**config.mk**
```make
export PLATFORM = sky130hd
export DESIGN_NAME = uart_rx_buffer
export DESIGN_NICKNAME = d
export VERILOG_FILES = /design/src/rtl/uart_rx_buffer.sv
export SDC_FILE = /design/constraint.sdc
export NUM_CORES = 1
export LEC_CHECK = 0
export CORE_AREA = 8 8 93 95
export CTS_CLUSTER_SIZE = 16
export DETAILED_ROUTE_END_ITERATION = 8
export DIE_AREA = 0 0 101 103
export PLACE_DENSITY = 0.69
export SYNTH_ARGS = -nofsm -noshare
export SYNTH_HDL_FRONTEND = slang
export SYNTH_SLANG_ARGS = --single-unit
```
**constraint.sdc**
```tcl
create_clock -name CLK -period 3 [get_ports CLK]
set_input_delay 0.6 -clock CLK [delete_from_list [all_inputs] [get_ports CLK]]
set_output_delay 0.6 -clock CLK [all_outputs]
set_load 0.01 [all_outputs]
```
**src/rtl/uart_rx_buffer.sv**
```systemverilog
// Receive byte FIFO between the UART receiver and the datapath's UART read port.
// Latency: a pushed byte sets DataOutValid after one edge; a pop registers the byte on DataOut after one edge.
// Backpressure: rx_ready drops when full; a byte offered while full is dropped and sets sticky overflow.
module uart_rx_buffer #(
  parameter int DEPTH_LOG2 = 3
) (
  input  logic                  CLK,
  input  logic                  reset_n,
  input  logic [7:0]            rx_data,
  input  logic                  rx_valid,
  output logic                  rx_ready,
  output logic [7:0]            DataOut,
  output logic                  DataOutValid,
  input  logic                  DataOutReady,
  input  logic                  Stall,
  input  logic                  flush,
  input  logic                  clear_overflow,
  output logic [DEPTH_LOG2:0]   count,
  output logic                  overflow
);

  localparam int                DEPTH    = 1 << DEPTH_LOG2;
  localparam logic [DEPTH_LOG2:0] FULL_CNT = (DEPTH_LOG2 + 1)'(DEPTH);

  logic [7:0]            mem [DEPTH];
  logic [DEPTH_LOG2-1:0] wp;
  logic [DEPTH_LOG2-1:0] rp;
  logic                  full;
  logic                  empty;
  logic                  push;
  logic                  pop;

  // Status comes only from the registered count, so rx_ready never depends on rx_valid.
  assign full         = (count == FULL_CNT);
  assign empty        = (count == '0);
  assign rx_ready     = ~full;
  assign DataOutValid = ~empty;

  // Flush wins over both transfers in the same cycle, so both are discarded here.
  assign push = rx_valid & ~full & ~flush;
  assign pop  = DataOutReady & ~Stall & ~empty & ~flush;

  // Byte storage; contents are never cleared, only the pointers are.
  always_ff @(posedge CLK) begin
    if (push) begin
      mem[wp] <= rx_data;
    end
  end

  // Pointers, occupancy and the registered read byte.
  always_ff @(posedge CLK or negedge reset_n) begin
    if (!reset_n) begin
      wp      <= '0;
      rp      <= '0;
      count   <= '0;
      DataOut <= 8'h00;
    end else if (flush) begin
      wp    <= '0;
      rp    <= '0;
      count <= '0;
    end else begin
      if (push) begin
        wp <= wp + 1'b1;
      end
      if (pop) begin
        rp      <= rp + 1'b1;
        DataOut <= mem[rp];
      end
      case ({push, pop})
        2'b10:   count <= count + 1'b1;
        2'b01:   count <= count - 1'b1;
        default: count <= count;
      endcase
    end
  end

  // Sticky overflow: a byte offered while full; a coincident clear loses to the set.
  always_ff @(posedge CLK or negedge reset_n) begin
    if (!reset_n) begin
      overflow <= 1'b0;
    end else if (rx_valid & full) begin
      overflow <= 1'b1;
    end else if (clear_overflow) begin
      overflow <= 1'b0;
    end
  end

endmodule

```
Yosys cells after proc, flatten, opt, wreduce, memory -nomap -nowiden --
Memories as Yosys holds them, arrays and structs flattened. A register that Yosys moved wholly into a read port is not among the register bits. Cells that the tools add are included. W data, S select, Z words.
Word-level totals: memories kept 1, register bits 11, memory bits (writable) 64, output and inout bits 15, word-level logic and storage cells 39
Operators by class: $add $sub $neg 4, reduce and logical (&&, ||, !) cells 7, muxes and demuxes 10, eq/ne operators 3, bitwise operators 10
Memory list:
- mem | depth 8, bits a word 8, rd ports 1, clocked after Yosys merged registers in 1, write ports 1, line 25 | logic [7:0] mem [DEPTH];
Operators by type and width (count):
- $mux W3 | 4
- $pmux W4 S2 | 1
- $add A3 B1 Y3 const B | 2
- $and A1 B1 Y1 | 6
- $reduce_bool A2 Y1 | 3
- $add A4 B1 Y4 const B | 1
- $eq A4 B4 Y1 const B | 1
- $logic_not A4 Y1 | 1
- $mux W1 | 4
- $mux W4 | 1
- $not A1 Y1 | 4
- $sub A4 B1 Y4 const B | 1
- $reduce_bool A3 Y1 | 1
- $eq A2 B1 Y1 const B | 1
- $eq A2 B2 Y1 const B | 1
- $reduce_and A2 Y1 | 1
- $logic_not A1 Y1 | 1

Longest topological paths before layout --
depth after elaboration 7, gate-level depth with buffers 10

Worst setup path after synthesis --
OpenSTA, ideal clock, no wires.
path kind input port to flip-flop, from input Stall, to register count[3], path buffers 2, stages on the path 10, setup slack 0.339 ns, data arrival time 2.522 ns, required time 2.861 ns, path through nand2b_1 > or3_1 > buf_2 > buf_2 > a21oi_1 > ha_1 > a21oi_1 > a21boi_0 > mux2i_1 > o311ai_1
Between the ends: word-level cells in the longest chain between the ends 7, elaborated cells on any way between the ends 9
Ends and longest elaborated chain:
- start, declared | line 15 | input logic Stall,
- $not A1 Y1 (*) | line 41 | assign pop = DataOutReady & ~Stall & ~empty & ~flush;
- $and A1 B1 Y1 (*) (3 in a row) | line 41
- $eq A2 B1 Y1 or $eq A2 B2 Y1 (tied branches) | line 69 | case ({push, pop})
- $pmux W4 S2 | line 69
- $mux W4 | line 57 | end else if (flush) begin
- end signal, assigned | line 70 | 2'b10: count <= count + 1'b1;
- end signal, assigned | line 71 | 2'b01: count <= count - 1'b1;
- end signal, assigned | line 72 | default: count <= count;
- end, declared | line 18 | output logic [DEPTH_LOG2:0] count,
Mark *: on every way between the ends. The rest lies on a longest branch, timed or not. A chain may end at the register's enable or synchronous reset.

Worst setup path after layout --
from register count[1], to output rx_ready
Between the ends: word-level cells in the longest chain between the ends 2
Ends and longest elaborated chain:
- $eq A4 B4 Y1 | line 34 | assign full = (count == FULL_CNT);
- $not A1 Y1 | line 36 | assign rx_ready = ~full;
- end, declared | line 11 | output logic rx_ready,
No other way between the ends.

==> flow_summary_export.csv <==
group,metric,value,unit
clock_network,cts_tree,"done",
power_and_ir_drop,comb_power_share,0.168,
finish,fin_cells,355,
synthesis,syn-num-nets,223,
placed_design,io_buffers,29,
detailed_routing,viasPerCell,5.32,
global_routing,grt_pass1_wl,10500,microns
global_routing,grt_max_degree,20,
floorplan,die_area,0.0104,sq mm
clock_network,clk_pin_slew,0.09,ns
clock_network,holdBufCountCts,0,
clock_network,cts_sinks,83,
power_and_ir_drop,power_density,600,mW/mm^2
synthesis,ys_ff_latch,83,
worst_hold_path,hold_path.class,"reg2reg",
detailed_routing,highest-signal-layer,"met4",
critical_path,cp-end-kind,"output pin",
synthesis,synth_cell_types,38,
timing,finalMaxSlewViolations,0,
floorplan,io_pins,30,
floorplan,row_count,31,
power_and_ir_drop,power.internal,1840,uW
power_and_ir_drop,p_sw_frac,0.256,
clock_network,cts_resized,0,
finish,antenna_cells,0,
timing,fin_setup_tns,0,ns
critical_path,path_buf_inv,2,
critical_path,startpoint_type,"flop",
floorplan,initial_utilization,0.484,
timing,fin_crit,2.64,ns
detailed_routing,routed-wl-met3,295,microns
timing,finalHoldViolCount,0,
power_and_ir_drop,clock_power_share,0.279,
detailed_routing,route.met2.wl,3260,microns
finish,final_nets,271,
critical_path,cp.required,2.40,ns
synthesis,syn-mean-instance-area,17.0,sq um
synthesis,yosys_warnings,0,
global_routing,antenna_found_initial,0,
placed_design,place_congestion,0.852,
detailed_routing,dr_total_vias,1890,
detailed_routing,post-route-drc-count,0,
power_and_ir_drop,ir_drop,0.000345,V
timing,worstMarginPinSlew,0.854,ns
clock_network,htreeDepth,3,
synthesis,syn_inst,203,
critical_path,path_cells,"nor4b_4 > inv_4 > clkdlybuf4s50_1",
timing,period_share,0.880,
detailed_routing,drtPass1Iterations,4,
detailed_routing,post_drt_wl_per_cell,18.4,microns
timing,finalSetupViolations,0,
finish,area_delta_synth_final,19.1,%
job,cap_violations,0,
timing,fmax,379,MHz
power_and_ir_drop,power.share.sequential,0.553,
critical_path,slowest_delay,0.53,ns
placed_design,dp.cells,339,
finish,drive_gt1_frac,0.207,
floorplan,die-width,101,microns
floorplan,coreArea,0.00714,sq mm
clock_network,clk_latency,0.35,ns
outcome,status,"completed",
global_routing,grt_pass1_vias,1971,
detailed_routing,ant_nets,0,
synthesis,synth.yosys.seq_area_share,0.693,
global_routing,grt_usage,0.140,
power_and_ir_drop,p_leak,0.00141,uW
clock_network,cts_setup_buffers,0,
critical_path,path_class,"reg2out",
global_routing,grt.overflow.total,0,
synthesis,netlist_area,0.00346,sq mm
clock_network,cts-root-buf,"clkbuf_8",
critical_path,cp_top_family,"buffers and inverters",
critical_path,path_max_fanout,9,
detailed_routing,wl_met1,2930,microns
finish,nFillCells,585,
critical_path,cp_data_arrival_time,2.04,ns
timing,grt_setup_unrepaired,"false",
critical_path,slowest_stage,"nor4b_4",
power_and_ir_drop,switchingPower,632,uW
detailed_routing,initialDrtViolationCount,78,
clock_network,numCtsBuffers,9,
placed_design,hpwlAfterDp,4380,microns
clock_network,cts.path.max_buffers,2,
timing,slew_headroom,0.431,
floorplan,die_h,103,microns
timing,skew,0.0107,ns
detailed_routing,wl,6550,microns
Yosys cell counts (all sizes together):
master,count,area share
xor2,4,0.010
inv,4,0.0051
xnor2,1,0.0025
a211oi,2,0.012
or4,1,0.0022
a21oi,7,0.010
nand2b,4,0.0072
nor4b,1,0.0069
nor4,1,0.0062
nor2b,1,0.0018
a21boi,1,0.0022
mux2i,9,0.026
or3,1,0.0018
o311ai,1,0.0025
nand4b,1,0.0025
buf,7,0.010
o211ai,2,0.0043
edfxtp,64,0.56
o21ai,11,0.016
mux4,16,0.10
clkbuf,2,0.0025
nor3,5,0.0087
fa,1,0.0058
nand3,5,0.0072
ha,4,0.014
nand2,13,0.014
nor3b,1,0.0036
o22ai,1,0.0018
nor2,12,0.013
nand4,1,0.0018
dfrtp,19,0.14
per-stage QoR:
step	total power [uW]	setup WS [ns]	hold slack [ns]	cell area, sq um	utilization
final	2470	0.360	0.481	4120	0.577
after global routing	2590	0.152	0.503	4120	0.577
after CTS	2500	0.337	0.488	4120	0.577
after detailed placement	1810	0.0875	0.469	3960	0.554
after global placement	1800	0.194	0.460	3960	0.554
after floorplan	1600	0.339	0.304	3460	-
path summary, 6_finish.rpt:
path                                     endpoint                   start  cells after the start  slack (ns)
max                                      rx_ready    count[1]$_DFFE_PN0P_                      3        0.36
min                        DataOut[5]$_DFFE_PN0P_  DataOut[5]$_DFFE_PN0P_                      2        0.48
max reg2reg                  count[3]$_DFFE_PN0P_    count[1]$_DFFE_PN0P_                      8        0.37
min reg2reg                DataOut[5]$_DFFE_PN0P_  DataOut[5]$_DFFE_PN0P_                      2        0.48
max in group asynchronous  DataOut[6]$_DFFE_PN0P_                 reset_n                      2        2.19
min in group asynchronous    count[0]$_DFFE_PN0P_                 reset_n                      2        0.58
cells by family after synthesis:
kind of cell             after synthesis  share of synthesized area
flip-flops                            83                      0.693
AND/OR/NAND/NOR                       47                     0.0771
AO/OA/AOI/OAI                         25                     0.0485
multiplexers                          25                      0.130
buffers and inverters                 13                     0.0177
XOR/XNOR                               5                     0.0127
adder cells (fa/ha/maj)                5                     0.0203
layer usage:
layer / track usage / vias up
met4: 0.0653 / 0
li1: - / 883
met3: 0.0338 / 6
met5: 0 / -
met1: 0.174 / 970
met2: 0.227 / 31
final cells by class:
class | instances | area, sq um | area share
Clock inverter | 4 | 28.8 | 0.00699
Inverter | 4 | 17.5 | 0.00425
Tap cell | 99 | 124 | 0.0301
Clock buffer | 12 | 135 | 0.0328
Timing Repair Buffer | 46 | 418 | 0.101
Multi-Input combinational cell | 107 | 998 | 0.242
Sequential cell | 83 | 2400 | 0.582
layout by cell type (no fill, tap or decap), types with 3 or more instances in the layout:
| master | count |
|---|---|
| nand2_1 | 13 |
| nor2_1 | 12 |
| nor3_1 | 4 |
| mux2i_1 | 9 |
| mux4_2 | 16 |
| dfrtp_1 | 19 |
| a21oi_1 | 7 |
| clkdlybuf4s50_1 | 29 |
| clkbuf_1 | 3 |
| ha_1 | 4 |
| edfxtp_1 | 64 |
| xor2_1 | 4 |
| o21ai_0 | 8 |
| o21ai_1 | 3 |
| buf_4 | 17 |
| clkbuf_8 | 9 |
| nand2b_1 | 4 |
| nand3_1 | 5 |
flip-flops by register name, indices dropped and copies added (netlist names):
| signal | flops |
|---|---|
| wp | 3 |
| count | 4 |
| DataOut | 8 |
| overflow | 1 |
| mem | 64 |
| rp | 3 |
power by group through the flow:
stage	sequential (uW)	clock [uW]	combinational [uW]
final	1370	690	415
after global routing	1380	754	453
after CTS	1370	713	424
after detailed placement	1390	0	422
after global placement	1390	0	415
after floorplan	1410	0	190
worst reg2reg max path, cell delays in order, from the launching register on:
cell      delay, ns
dfrtp_1        0.51
nor4b_4        0.53
inv_4          0.14
a21oi_1        0.32
ha_1           0.33
a21oi_1        0.29
a21boi_0       0.14
mux2i_1        0.14
o311ai_1       0.11
Note: power is estimated with default switching activity, not from simulation.
==> RTL edit, RTL diff (same flow settings) <==
Reset style: synchronous (`reset_n`), changed in 2 clocked blocks.
--- a/src/rtl/uart_rx_buffer.sv
+++ b/src/rtl/uart_rx_buffer.sv
@@ -48,7 +48,7 @@
   end
 
   // Pointers, occupancy and the registered read byte.
-  always_ff @(posedge CLK or negedge reset_n) begin
+  always_ff @(posedge CLK) begin
     if (!reset_n) begin
       wp      <= '0;
       rp      <= '0;
@@ -75,7 +75,7 @@
   end
 
   // Sticky overflow: a byte offered while full; a coincident clear loses to the set.
-  always_ff @(posedge CLK or negedge reset_n) begin
+  always_ff @(posedge CLK) begin
     if (!reset_n) begin
       overflow <= 1'b0;
     end else if (rx_valid & full) begin
Function: differs if reset_n is asserted again (counterexample within 4 cycles, from zero or initial values and one cycle with reset_n low); with reset_n held inactive, the same outputs for 10 cycles.
==> RTL edit against the unedited design <==
  * Setup slack improved by 0.094 ns
  * Global-route usage shrank 0.55 points
  * Synthesized area fell by 5.1%
  * Design area shrank 4.3%
  * Non-clock buffer count fell by 4
  * Register-to-register slack better by 0.08 ns
  * Sequential cell count stayed put
  * Wire length is 3.9% lower
Power is not compared: it rests on default switching activity, and its combinational part moved more than twofold at a synthesized area within 25%.
==> RTL edit: results (changes against the unedited design) <==
Run status
Status: finished clean (unchanged).

Layout
The number of logic inverters in the finished layout is 7 (was 4). The final-stage net count is 266 (was 271). The number of fill cells is 605 (was 585). The final non-filler cell area was 3940 um^2 (was 4120 um^2). The register area is 2300 um^2 (was 2400 um^2). The number of combinational gates with multiple inputs was 102 (was 107). The multi-input gate share of the layout cell area was 22.9% (was 24.2%).

Placed design
The routability congestion estimate is 0.742 (was 0.852). The instance area after placement is 3740 um^2 (was 3960 um^2). The placed instance count is 333 (was 339). The HPWL reported at the end of detailed placement came to 3.91 mm (was 4.38 mm). The pre-CTS worst setup slack came to 0.252 ns (was 0.0875 ns).

Setup path
The slowest library cell on the worst path is sky130_fd_sc_hd__or4b_1 (was sky130_fd_sc_hd__nor4b_4). The maximum fanout count along the critical path is 6 (was 9). The setup slack of the worst register-to-register path is 0.45 ns (was 0.37 ns). The critical path class is reg -> reg (was reg -> out). The reg-to-reg critical path endpoint was count[3] (unchanged).

Routing
The length of routed wiring on met1 is 2.83 mm (was 2.93 mm). The met2 layer wire length in the routed design is 2.94 mm (was 3.26 mm). The per-cell via count in the routed design is 5.20 (was 5.32).

GRT
The fraction of met1 tracks used by global routing is 17.1% (was 17.4%). The global-route wire length before repair came to 10.1 mm (was 10.5 mm). The met2 track demand over resource in global routing is 21.2% (was 22.7%).

Worst hold path
The endpoint with the worst hold slack is DataOut[3] (was DataOut[5]). The worst min-delay path startpoint is DataOut[3] (was DataOut[5]).

Yosys
The sequential area share after synthesis was 70.2% (was 69.3%). The net count of the mapped netlist was 222 (was 223).

STA
The highest clock frequency the design can meet is 393 MHz (was 379 MHz).
RTL edit: cell count changes after synthesis, sizes merged, moves of 2 or more:
cell	delta
dfrtp	-19
dfxtp	+19
nor2	+13
nand2	-9
mux2i	-8
o22ai	+8
a21oi	-3
inv	+3
nor3	-3
and2	+2
buf	-2
clkbuf	+2
o211ai	-2
o21ai	-2
RTL edit: logic make-up (layout without fill, tap and decap cells):
logic type | Yosys count | after routing | share of synthesized area, %
flip-flops | 83 | 83 | 70.2
AND/OR/NAND/NOR | 49 | 49 | 7.56
AO/OA/AOI/OAI | 24 | 24 | 4.27
multiplexers | 17 | 17 | 11.3
buffers and inverters | 16 | 65 | 2.33
adder cells (fa/ha/maj) | 6 | 6 | 2.52
XOR/XNOR | 6 | 6 | 1.83
RTL edit: where the power goes:
part           internal [mW]  switching [mW]
clock                  0.394           0.416
sequential              1.24         0.00444
combinational         0.0378          0.0388
total                   1.68           0.459
